[config.mk]
export PLATFORM = sky130hd
export DESIGN_NAME = capture_buffer
export DESIGN_NICKNAME = d
export VERILOG_FILES = /design/src/rtl/la_pkg.sv /design/src/rtl/capture_ram.sv /design/src/rtl/capture_buffer.sv
export SDC_FILE = /design/constraint.sdc
export NUM_CORES = 1
export LEC_CHECK = 0
export BUFFER_PORTS_ARGS = -buffer_cell sky130_fd_sc_hd__buf_2
export CAP_MARGIN = 20
export CORE_ASPECT_RATIO = 1.25
export CORE_UTILIZATION = 24
export DETAILED_ROUTE_END_ITERATION = 10
export REMOVE_ABC_BUFFERS = 1
export SLEW_MARGIN = 10
export SYNTH_ARGS = -nofsm -noshare
export SYNTH_HDL_FRONTEND = slang
export SYNTH_SLANG_ARGS = --single-unit
[constraint.sdc]
create_clock -name clk -period 5 [get_ports clk]
set_input_delay 0.25 -clock clk [delete_from_list [all_inputs] [get_ports clk]]
set_output_delay 0.25 -clock clk [all_outputs]
set_load 0.02 [all_outputs]
[src/rtl/la_pkg.sv]
// Shared definitions for the logic-analyser capture path.
// State encoding, default sample width and buffer depth.
package la_pkg;

    localparam int LA_DEPTH = 16;
    localparam int LA_SW    = 8;

    typedef enum logic [2:0] {
        ST_IDLE = 3'd0,
        ST_PRE  = 3'd1,
        ST_WAIT = 3'd2,
        ST_POST = 3'd3,
        ST_DONE = 3'd4
    } state_t;

endpackage

[src/rtl/capture_ram.sv]
// Simple dual-port sample store: one write port, one registered read port.
// Kept free of reset so it can be swapped for a hard RAM macro.
module capture_ram
    import la_pkg::*;
#(
    parameter int DEPTH = LA_DEPTH,
    parameter int AW    = 4,
    parameter int SW    = LA_SW
) (
    input  logic          clk,
    input  logic          we,
    input  logic [AW-1:0] waddr,
    input  logic [SW-1:0] wdata,
    input  logic          re,
    input  logic [AW-1:0] raddr,
    output logic [SW-1:0] rdata
);

    logic [SW-1:0] mem [DEPTH];

    always_ff @(posedge clk) begin
        if (we) begin
            mem[waddr] <= wdata;
        end
        if (re) begin
            rdata <= mem[raddr];
        end
    end

endmodule

[src/rtl/capture_buffer.sv]
// Trigger-qualified circular sample recorder with oldest-first readout.
// Freezes PRE samples before the trigger and DEPTH-1-PRE after it.
module capture_buffer
    import la_pkg::*;
#(
    parameter int DEPTH = LA_DEPTH,
    parameter int AW    = 4,
    parameter int SW    = LA_SW
) (
    input  logic          clk,
    input  logic          rst_n,
    input  logic          arm,
    input  logic          abort,
    input  logic          sample_en,
    input  logic [SW-1:0] in_data,
    input  logic          trigger,
    input  logic [AW-1:0] pre_count,
    input  logic          rd_en,
    output logic          busy,
    output logic          triggered,
    output logic          done,
    output logic [SW-1:0] rd_data,
    output logic          rd_valid,
    output logic          rd_last,
    output logic [2:0]    state
);

    localparam logic [AW:0] RD_ALL = (AW+1)'(DEPTH);

    state_t        state_q, state_d;
    logic [AW-1:0] p_q, p_d;
    logic [AW-1:0] wr_ptr_q, wr_ptr_d;
    logic [AW-1:0] cnt_q, cnt_d;
    logic [AW-1:0] post_q, post_d;
    logic [AW-1:0] trig_ptr_q, trig_ptr_d;
    logic [AW-1:0] rd_ptr_q, rd_ptr_d;
    logic [AW:0]   rd_cnt_q, rd_cnt_d;
    logic          trig_q, trig_d;
    logic          rd_valid_q, rd_valid_d;
    logic          rd_last_q, rd_last_d;
    logic          ram_we, ram_re;
    logic [AW-1:0] post_load;
    logic [SW-1:0] ram_rdata;

    assign post_load = AW'(DEPTH - 1) - p_q;

    always_comb begin
        state_d    = state_q;
        p_d        = p_q;
        wr_ptr_d   = wr_ptr_q;
        cnt_d      = cnt_q;
        post_d     = post_q;
        trig_ptr_d = trig_ptr_q;
        rd_ptr_d   = rd_ptr_q;
        rd_cnt_d   = rd_cnt_q;
        trig_d     = trig_q;
        rd_valid_d = 1'b0;
        rd_last_d  = 1'b0;
        ram_we     = 1'b0;
        ram_re     = 1'b0;

        if (abort && state_q != ST_IDLE) begin
            state_d = ST_IDLE;
            trig_d  = 1'b0;
        end else if (arm && !abort &&
                     (state_q == ST_IDLE || state_q == ST_DONE)) begin
            p_d      = pre_count;
            wr_ptr_d = '0;
            cnt_d    = '0;
            trig_d   = 1'b0;
            state_d  = (pre_count == '0) ? ST_WAIT : ST_PRE;
        end else begin
            unique case (state_q)
                ST_PRE: begin
                    if (sample_en) begin
                        ram_we   = 1'b1;
                        wr_ptr_d = wr_ptr_q + AW'(1);
                        cnt_d    = cnt_q + AW'(1);
                        if (cnt_q + AW'(1) == p_q) begin
                            state_d = ST_WAIT;
                        end
                    end
                end
                ST_WAIT: begin
                    if (sample_en) begin
                        ram_we   = 1'b1;
                        wr_ptr_d = wr_ptr_q + AW'(1);
                        if (trigger) begin
                            trig_ptr_d = wr_ptr_q;
                            trig_d     = 1'b1;
                            post_d     = post_load;
                            if (post_load == '0) begin
                                state_d  = ST_DONE;
                                rd_ptr_d = wr_ptr_q - p_q;
                                rd_cnt_d = '0;
                            end else begin
                                state_d = ST_POST;
                            end
                        end
                    end
                end
                ST_POST: begin
                    if (sample_en) begin
                        ram_we   = 1'b1;
                        wr_ptr_d = wr_ptr_q + AW'(1);
                        post_d   = post_q - AW'(1);
                        if (post_q == AW'(1)) begin
                            state_d  = ST_DONE;
                            rd_ptr_d = trig_ptr_q - p_q;
                            rd_cnt_d = '0;
                        end
                    end
                end
                ST_DONE: begin
                    if (rd_en && rd_cnt_q != RD_ALL) begin
                        ram_re     = 1'b1;
                        rd_ptr_d   = rd_ptr_q + AW'(1);
                        rd_cnt_d   = rd_cnt_q + (AW+1)'(1);
                        rd_valid_d = 1'b1;
                        rd_last_d  = (rd_cnt_q == RD_ALL - (AW+1)'(1));
                    end
                end
                default: ;
            endcase
        end
    end

    always_ff @(posedge clk) begin
        if (!rst_n) begin
            state_q    <= ST_IDLE;
            p_q        <= '0;
            wr_ptr_q   <= '0;
            cnt_q      <= '0;
            post_q     <= '0;
            trig_ptr_q <= '0;
            rd_ptr_q   <= '0;
            rd_cnt_q   <= '0;
            trig_q     <= 1'b0;
            rd_valid_q <= 1'b0;
            rd_last_q  <= 1'b0;
        end else begin
            state_q    <= state_d;
            p_q        <= p_d;
            wr_ptr_q   <= wr_ptr_d;
            cnt_q      <= cnt_d;
            post_q     <= post_d;
            trig_ptr_q <= trig_ptr_d;
            rd_ptr_q   <= rd_ptr_d;
            rd_cnt_q   <= rd_cnt_d;
            trig_q     <= trig_d;
            rd_valid_q <= rd_valid_d;
            rd_last_q  <= rd_last_d;
        end
    end

    capture_ram #(
        .DEPTH (DEPTH),
        .AW    (AW),
        .SW    (SW)
    ) u_ram (
        .clk   (clk),
        .we    (ram_we),
        .waddr (wr_ptr_q),
        .wdata (in_data),
        .re    (ram_re),
        .raddr (rd_ptr_q),
        .rdata (ram_rdata)
    );

    // RAM output is unreset; gate it so rd_data reads 0 outside a valid beat.
    assign rd_data   = rd_valid_q ? ram_rdata : '0;
    assign rd_valid  = rd_valid_q;
    assign rd_last   = rd_last_q;
    assign triggered = trig_q;
    assign done      = (state_q == ST_DONE);
    assign busy      = (state_q == ST_PRE) || (state_q == ST_WAIT) ||
                       (state_q == ST_POST);
    assign state     = state_q;

endmodule

* Word level (Yosys, flattened, before mapping)
Memory sizes are Yosys's and may differ from the RTL's. A register that Yosys moved wholly into a read port is not among the register bits.
Cells that the tools add are included.
** Word-level totals
- Register bits after elaboration :: 35
- Bits in writable memories :: 128
- Input bits :: 19
- Output and inout bits :: 16
- Word-level logic and storage cells :: 120
- Memories :: 1
** Operators by class
- Add/sub/neg operators :: 8
- Equal/unequal tests :: 20
- Muxes and demuxes :: 45
- Bitwise gates (word level) :: 5
- Reduce and logical (&&, ||, !) cells :: 30
** Memory list
- u_ram.mem :: words 16, bits a word 8, read ports 1, clocked after memory_dff 1, write ports 1, line capture_ram.sv:19 : logic [SW-1:0] mem [DEPTH];
** Operators by type and width (count)
- $mux W4 :: 15
- $mux W5 :: 6
- $mux W3 :: 8
- $ne A3 B3 Y1 const B :: 6
- $pmux W5 S3 :: 1
- $add A4 B1 Y4 const B :: 3
- $pmux W4 S3 :: 1
- $mux W1 :: 10
- $ne A2 B2 Y1 const B :: 5
- $pmux W3 S3 :: 1
- $reduce_and A3 Y1 :: 3
- $reduce_and A9 Y1 :: 1
- $logic_not A4 Y1 :: 2
- $mux W8 :: 1
- $pmux W4 S2 :: 1
- $reduce_bool A2 Y1 :: 4
- $sub A4 B4 Y4 :: 2
- $reduce_and A7 Y1 :: 1
- $eq A3 B2 Y1 const B :: 2
- $reduce_and A6 Y1 :: 1
- $reduce_bool A3 Y1 :: 2
- $reduce_or A3 Y1 :: 2
- $add A5 B1 Y5 const B :: 1
- $eq A5 B4 Y1 const B :: 1
- other kinds (19) :: 28

* Logic depth before layout (Yosys ltp)
Gate-level depths: netlist (run 1).
- Word-level depth :: 7
- Mapped depth :: 11
- Gate-level depth less buffers :: 9

* Hierarchy
A second synthesis (run 1) with hierarchy kept.
** Second synthesis, totals
- Cell total of the unflattened synthesis :: 474
- Area total of the unflattened synthesis :: 7304.5 um^2
** By module, submodules not included
- capture_ram :: instances 1, cells each 229, area each 5227.5 um^2, sequential area each 4083.9 um^2
- capture_buffer :: instances 1, cells each 245, area each 2077.0 um^2, sequential area each 700.7 um^2

* Worst setup path after synthesis (run 1)
OpenSTA, ideal clock, no wires.
- Path kind :: register to register
- Start :: register state_q[0] (netlist: state[0])
- End :: register rd_ptr_q[3]
- Data arrival time :: 2239 ps
- Slack :: 2645 ps
- Stages on the path, launching flop included :: 12
- Buffers on the path :: 2
- Cell sequence :: dfxtp_1 > buf_4 > and3b_1 > buf_2 > nor2_1 > a21o_1 > ha_1 > nor2b_1 > o21ai_0 > and3_1 > mux2i_1 > a41o_1
** Between the ends
- Cells in the longest elaborated chain, start to end :: 5
- Elaborated cells on any way between the ends :: 19
** Ends and longest elaborated chain
- start: declaration :: line capture_buffer.sv:30 : state_t state_q, state_d;
- start signal: assignment :: line capture_buffer.sv:142 : state_q <= state_d;
- $eq A3 B3 Y1 / $logic_not A3 Y1 (equally long branches) :: line capture_buffer.sv:66, capture_buffer.sv:73
- $logic_or A1 B1 Y1 :: line capture_buffer.sv:66 : (state_q == ST_IDLE || state_q == ST_DONE)) begin
- $logic_and A1 B1 Y1 :: line capture_buffer.sv:65 : end else if (arm && !abort &&
- $not A1 Y1 (no line)
- $reduce_and A9 Y1 (no line)
- end signal: assignment :: line capture_buffer.sv:148 : rd_ptr_q <= rd_ptr_d;
- end: declaration :: line capture_buffer.sv:36 : logic [AW-1:0] rd_ptr_q, rd_ptr_d;
Several ways; a longest one is shown, not always the timed one.
A chain may end at the register's enable or synchronous reset.

* Worst setup path in the final report (run 1)
- Start :: register state_q[0] (netlist: state[0])
- End :: memory u_ram.mem[11][0] (netlist bit), enable pin
** Between the ends
- Cells in the longest elaborated chain, start to end :: 7
- Elaborated cells on any way between the ends :: 15
** Ends and longest elaborated chain
- $eq A3 B1 Y1, or another cell as far along :: line capture_buffer.sv:73 : unique case (state_q)
- $reduce_or A3 Y1 (no line) / $logic_or A1 B1 Y1 (equally long branches)
- $mux W1 / $logic_and A1 B1 Y1 (equally long branches)
- $mux W1 :: line capture_buffer.sv:65
- $mux W1 * :: line capture_buffer.sv:62 : if (abort && state_q != ST_IDLE) begin
- $mux W1 * :: line capture_ram.sv:22 : if (we) begin
- $mux W1 (not written as such) * :: line capture_ram.sv:23 : mem[waddr] <= wdata;
- end: declaration :: line capture_ram.sv:19
Every way passes the cells marked *; elsewhere a longest branch is shown, timed or not.

==> summary.md, run 1 <==
| Metric | Value |
|---|---|
| Pre-CTS WS | between 2 and 2.5 ns |
| Initial antenna violation count | 0 |
| Final Hold Violating Endpoints | 0 |
| CP Capture Type | flip-flop |
| Synth top cells by count | edfxtp_1 (136), mux4_2 (40), nor2_1 (37), dfxtp_1 (35), nand2_1 (32) |
| GRT Overall Usage | 0.106 |
| Post-synthesis sequential area ratio | 0.650 |
| FP Rows | slightly above 70 |
| Startpoint Class | flip-flop |
| Non-Filler Instances | 919 |
| Synth unique cells | 58 |
| Footprint of the multi-input gates | about 2400 sq um |
| Post-cts hold buffer count | 0 |
| Root buffer cell | clkbuf_16 |
| Top delay family on crit path | simple AND/OR/NAND/NOR gates |
| Max-slew violations | 0 |
| Number of flops mapped to enable cells by yosys | between 100 and 150 |
| Clk_lat worst skew | ~0.44 ns |
| Synthesized area per cell | ~16 sq um |
| # Post-CTS Setup Buffers | 0 |
| Layout cells sized above 1 | 0.243 |
| Min-delay worst type | primary input to flip-flop |
| Nets | about 540 |
| Layout area overhead | 15.6% |
| Worst path max stage delay | about 0.73 ns |
| Max-slew headroom | 0.338 |
| Synthesized area | about 7400 sq um |
| RSZ-0062 raised after global routing | no |
| CP required | 5.06 ns |
| Cell taking the most area after synthesis | edfxtp_1 |
| Maximum clock path buffer count | 2 |
| Total grt overflow | 0 |
| Fill cells | 2,997 |
| PortBufs | 34 |
| N_diodes | 0 |
| CP Cell Sequence | nor2_2, nor3_2, nand2_1, nor2_1 |
| Detail Route Antenna Nets | 0 |
| Die X | roughly 160 um |
| Post-DP HPWL | around 10 mm |
| Fin Clk Skew | approximately 0.014 ns |
| Via Count | slightly above 4,000 |
| Top-count cell post-synth | edfxtp_1 |
| Post-Route WL | 15.2 mm |
| Die Footprint | 31,400 sq um |
| Crit-path max FO | 17 |
| WP data arrival | roughly 2.8 ns |
| Die Height | 198 um |
| Drt first pass iters | 5 |
| Utilization after layout | 0.282 |
| Final period util | 0.541 |
| Placeable Area | 30,100 sq um |
| CTS Sinks | around 170 |
| Synth warn | 0 |
| Final worst slack | about 2.3 ns |
| Worst vdd ir | about 0.24 mV |
| Register bit total from synthesis | between 150 and 200 |
| Placed cell count | 885 |
| Crit path time final | about 2.7 ns |
| Vias per cell | 4.39 |
| Vias in the first global route | 4,118 |
| Pleak | ~2.7 nW |
| RePlAce Congestion | 0.775 |
| Drc violations | 0 |
| CTS tree | yes |
| Worst slew pin tran | between 0.9 and 1 ns |
| DR iter-0 viols | 368 |
| Critical path buffers and inverters | 0 |
| Storage element area | roughly 4800 sq um |
| Post-Syn Instances | 469 |
| Slowest CP cell | nor2_1 |
| Pwr per Cell Area | 351 nW/um^2 |
| Ys flop type | edfxtp_1 |
| Resize count post-CTS | 0 |
| Largest net degree at the start of global routing | 33 |
| Initial Util | 0.244 |
| Share of the synthesized area in the top cell type | 0.555 |
| Setup Viol. Count Final | 0 |
| H-tree Lvls | 4 |
| Ys async rst share | 0 |
| TritonCTS Buffers | 17 |
| Top achievable clock speed | 370 MHz |
| First-pass GRT wire length | ~24 mm |
| Worst-path clk slew | 0.07 ns |
| Max-cap viol count | 0 |
| Crit path kind | flip-flop to flip-flop |
| I/O pins | 35 |
| Top post-synthesis cells by area | edfxtp_1 (56%), mux4_2 (12%), dfxtp_1 (9.5%) |
| Post-DR wirelength/cell | about 17 um |
| Setup TNS | 0 ns |
| Status | finished, final reports clean |
flip-flops by register name (all words and copies together) (netlist names):
signal / count
rd_ptr_q: 4
state: 3
rd_valid: 1
p_q: 4
wr_ptr_q: 4
u_ram.rdata: 8
rd_cnt_q: 5
triggered: 1
cnt_q: 4
post_q: 4
u_ram.mem: 128
rd_last: 1
trig_ptr_q: 4
final cells by class:
type,count,area share
Multi-Input combinational cell,263,0.282
Inverter,13,0.00574
Clock inverter,14,0.0159
Timing Repair Buffer,39,0.0238
Clock buffer,18,0.0505
Tap cell,401,0.0590
Sequential cell,171,0.563
worst min-delay path, cell delays in order:
cell      delay, ns
buf_2          0.10
nand2_1        0.04
a21boi_0       0.06
through the flow:
stage / hold slack, ns / area (sq um) / total power [W]
2_1_floorplan: 0.349 / 7230 / 0.00168
3_3_place_gp: 0.477 / 7920 / 0.00174
3_5_place_dp: 0.478 / 7920 / 0.00174
4_1_cts: 0.0599 / 8490 / 0.00301
5_1_grt: 0.0841 / 8500 / 0.00309
6_report: 0.0760 / 8500 / 0.00298
kinds of logic after synthesis:
| kind of cell | Yosys count | share of synthesized area |
|---|---|---|
| and+or+nand+nor | 137 | 0.0983 |
| buffers and inverters | 35 | 0.0242 |
| xor gates and xnor gates | 12 | 0.0143 |
| DFF | 171 | 0.650 |
| AOI/OAI and AO/OA | 49 | 0.0502 |
| muxes | 50 | 0.136 |
| adders and majority gates | 15 | 0.0265 |
cell usage in the layout, fill, tap and decap left out, types with 2 or more instances in the layout:
master / n
a21boi_1: 2
mux4_2: 40
nand3b_1: 4
inv_1: 12
nand2b_1: 7
inv_8: 3
xnor2_1: 7
and3b_1: 4
nor2_1: 37
and3_1: 2
o211a_1: 2
and2_1: 10
inv_6: 4
clkinv_2: 4
nor2b_1: 10
a22oi_1: 3
o21ai_1: 3
clkbuf_16: 17
edfxtp_1: 136
o211ai_2: 2
a21boi_0: 5
mux2i_1: 10
dfxtp_1: 34
a31oi_1: 2
nand3_1: 8
a41o_1: 2
o21ai_0: 8
nand2_1: 32
buf_2: 35
buf_4: 3
nor3_1: 6
ha_1: 14
or3_1: 2
nor3_2: 4
a21oi_1: 10
xor2_1: 5
where the power goes:
| part | leakage [nW] | switching [W] | total [W] | internal, W |
|---|---|---|---|---|
| Combinational | 0.937 | 0.0000889 | 0.000140 | 0.0000515 |
| Clock | 0.281 | 0.000579 | 0.00128 | 0.000699 |
| Sequential | 1.51 | 0.0000219 | 0.00157 | 0.00154 |
per-layer routing:
metal,vias up,global-route usage,routed length [um]
met5,-,0,0
met4,0,0.0367,221
met3,14,0.0258,652
met2,90,0.179,7850
met1,2071,0.131,6520
li1,1863,-,-
worst paths after layout:
check	start	to	slack, ns	cells past startpoint
worst max-delay path	state[0]$_SDFFE_PP0P_	u_ram.mem[11][0]$_DFFE_PP_	2.29	4
worst min-delay path	pre_count[3]	p_q[3]$_SDFFE_PN0P_	0.08	3
worst max register to register	state[0]$_SDFFE_PP0P_	u_ram.mem[11][0]$_DFFE_PP_	2.29	4
worst min register to register	triggered$_SDFFE_PP0P_	triggered$_SDFFE_PP0P_	0.49	2
(Power assumes the default switching activity.)
==> run 2, diff against run 1 <==
--- a/config.mk
+++ b/config.mk
@@ -5,6 +5,7 @@
 export SDC_FILE = /design/constraint.sdc
 export NUM_CORES = 1
 export LEC_CHECK = 0
+export ABC_AREA = 1
 export BUFFER_PORTS_ARGS = -buffer_cell sky130_fd_sc_hd__buf_2
 export CAP_MARGIN = 20
 export CORE_ASPECT_RATIO = 1.25
==> constraint.sdc (replaced) <==
create_clock -name clk -period 2.4 [get_ports clk]
set_input_delay 0.12 -clock clk [delete_from_list [all_inputs] [get_ports clk]]
set_output_delay 0.12 -clock clk [all_outputs]
set_load 0.02 [all_outputs]
==> run 2 against run 1 <==
Effect of this change:
- global-route usage grew 0.090 points
- combinational power rose to 16 times the previous value
- area after synthesis grew 2.1%
- count of clock-buffer cells in the layout increased by 1
- setup slack worse by 2.0 ns
- critical path depth rose by 5
- utilization rose by 0.82 points
- die area grew 2.1%
- sequential power rose by 130%
- via count is 23% higher
- sequential cell count stayed put
- clock power is 110% higher
==> summary.md, run 2 <==
| Metric | Value |
|---|---|
| Detail Route Antenna Nets | 0 |
| Final Hold Violating Endpoints | 0 |
| Layout cells sized above 1 | 0.152 |
| Max reg flops | 128 |
| Post-Route WL | 16.3 mm |
| Synth unique cells | 34 |
| CTS tree | yes |
| Register bit total from synthesis | roughly 170 |
| Clk_lat worst skew | 0.43 ns |
| CP required | ~2.5 ns |
| DR iter-0 viols | approximately 290 |
| Cell taking the most area after synthesis | edfxtp_1 |
| Worst slew pin tran | between 0.6 and 0.7 ns |
| Met2 usage | 0.186 |
| Min-delay worst type | primary input to flip-flop |
| Most frequent cells in the layout | edfxtp_1 (136), nand2_1 (85), inv_1 (84), o21ai_0 (76), a21oi_1 (59) |
| CTS Sinks | 171 |
| Via Count | between 4,000 and 5,000 |
| FP Rows | 72 |
| N_diodes | 0 |
| Setup Viol. Count Final | 0 |
| Synth top cells by count | edfxtp_1 (136), nand2_1 (85), inv_1 (84), o21ai_0 (77), a21oi_1 (59) |
| Largest net degree at the start of global routing | 44 |
| Top-count cell post-synth | edfxtp_1 |
| Layout area overhead | 19.5% |
| Drt first pass iters | 7 |
| Synthesized area per cell | 11.0 sq um |
| Placeable Area | roughly 31,000 sq um |
| Initial Util | 0.243 |
| Synthesized area | between 7000 and 8000 sq um |
| Die Height | about 200 um |
| Crit path time final | roughly 2.1 ns |
| Top post-synthesis cells by area | edfxtp_1 (54%), dfxtp_1 (9.3%), o21ai_0 (5.1%) |
| H-tree Lvls | 4 |
| Worst-path clk slew | 0.07 ns |
| Number of flops mapped to enable cells by yosys | between 100 and 150 |
| Post-Syn Instances | between 600 and 700 |
| Startpoint Class | flip-flop |
| Synth warn | 0 |
| Busiest grt layer | met2 |
| I/O pins | 35 |
| RePlAce Congestion | approximately 0.84 |
| Crit-path max FO | 6 |
| Die Footprint | ~32,000 sq um |
| Max-slew headroom | 0.574 |
| Initial antenna violation count | 0 |
| First-pass GRT wire length | between 20 and 30 mm |
| Biggest register | u_ram.mem |
| Pleak | about 3.3 nW |
| Drc violations | 0 |
| GRT Overall Usage | 0.107 |
| Non-Filler Instances | 1,164 |
| Status | finished, final reports clean |
| WP data arrival | between 2 and 2.5 ns |
| Worst vdd ir | about 0.55 mV |
| RSZ-0062 raised after global routing | no |
| Share of the synthesized area in the top cell type | 0.544 |
| Fin Clk Skew | 0.0142 ns |
| Total grt overflow | 0 |
| Root buffer cell | clkbuf_16 |
| Area after DPL | ~8400 sq um |
| Largest regs | u_ram.mem x128, u_ram.rdata x8, rd_cnt_q x5 |
| Commonest non-fill, non-tap cell in the layout | edfxtp_1 |
| Top achievable clock speed | between 400 and 500 MHz |
| Ys async rst share | 0 |
| Overall power | around 0.0085 W |
| Placed cell count | 1,128 |
| # Post-CTS Setup Buffers | 0 |
| Final period util | 0.895 |
| Crit path kind | flip-flop to flip-flop |
| TritonCTS Buffers | 17 |
| Post-DP HPWL | 11.2 mm |
| Post-DR wirelength/cell | 14.0 um |
| Met1 GRT Util | 0.127 |
| Vias in the first global route | 4,833 |
| Ys flop type | edfxtp_1 |
| Pwr per Cell Area | ~950 nW/um^2 |
| Hold Worst Slack | around 0.022 ns |
| Post-route cell area | ~9000 sq um |
| Nets | 778 |
| Maximum clock path buffer count | 2 |
| CP Capture Type | flip-flop |
| PortBufs | 34 |
| Die X | about 160 um |
| Max-cap viol count | 0 |
| Vias per cell | 4.28 |
| Max-slew violations | 0 |
| Post-synthesis sequential area ratio | 0.637 |
| M3 GR Usage | 0.0244 |
## run 2: cell types whose count changed after synthesis, moves of 31 or more
cell,previous run,this run
a21oi_1,10,59
inv_1,12,84
o211ai_1,1,32
mux4_2,40,0
o21ai_0,8,77
nand2_1,32,85
## run 2: logic make-up after synthesis
| group | Yosys count | synth area share |
|---|---|---|
| AOI/OAI and AO/OA | 176 | 0.130 |
| DFF | 171 | 0.637 |
| and+or+nand+nor | 166 | 0.0993 |
| buffers and inverters | 114 | 0.0580 |
| muxes | 32 | 0.0427 |
| adders and majority gates | 15 | 0.0260 |
| xor gates and xnor gates | 6 | 0.00700 |
## run 2: timing repair
item	4_1_cts	5_1_grt
setup endpoints to repair	0	1
hold buffers	4	0
resized for setup	0	1
hold endpoints to repair	4	0
## run 2: worst paths after layout
kind,startpoint,cells past startpoint,to,slack [ns]
worst max-delay path,state[1]$_SDFFE_PP0P_,9,u_ram.mem[10][0]$_DFFE_PP_,0.25
worst min-delay path,rd_en,3,rd_valid$_SDFF_PN0_,0.02
worst max register to register,state[1]$_SDFFE_PP0P_,9,u_ram.mem[10][0]$_DFFE_PP_,0.25
worst min register to register,post_q[3]$_SDFFE_PN0P_,2,post_q[3]$_SDFFE_PN0P_,0.47
## run 2: layout make-up
class / count / area, sq um
inverters: 88 / 332
well taps: 407 / 509
fillers: 3180 / 21900
multi-input cells: 395 / 2290
flip-flops and latches: 171 / 4790
repair buffers: 71 / 483
clock inverters: 13 / 141
clock buffers: 19 / 433
## run 2: power breakdown
group | switching (W) | internal [W]
sequential | 0.000188 | 0.00339
clock | 0.00115 | 0.00154
combinational | 0.00142 | 0.000823
## run 2: routing by layer
layer	part of all wire	vias to the layer above	routed length (um)
met5	0	-	0
met4	0.017	0	269
met3	0.038	22	621
met2	0.50	86	8130
met1	0.45	2356	7260
li1	-	2515	-
## run 2: worst max-delay path: stages, from the launching register on
cell     delay [ns]
dfxtp_1        0.42
inv_1          0.11
nand2_4        0.12
inv_2          0.05
nor2_2         0.15
nand3_1        0.23
inv_1          0.18
nand2_1        0.15
nor2_1         0.25
buf_4          0.20
## run 2: metrics by stage
step	TNS [ns]	setup slack [ns]	utilization
final	0	0.252	0.290
after global routing	0	0.0311	0.290
after CTS	0	0.228	0.290
after detailed placement	0	0.266	0.271
after global placement	0	0.295	0.271
after floorplan	-8.02	-0.770	-
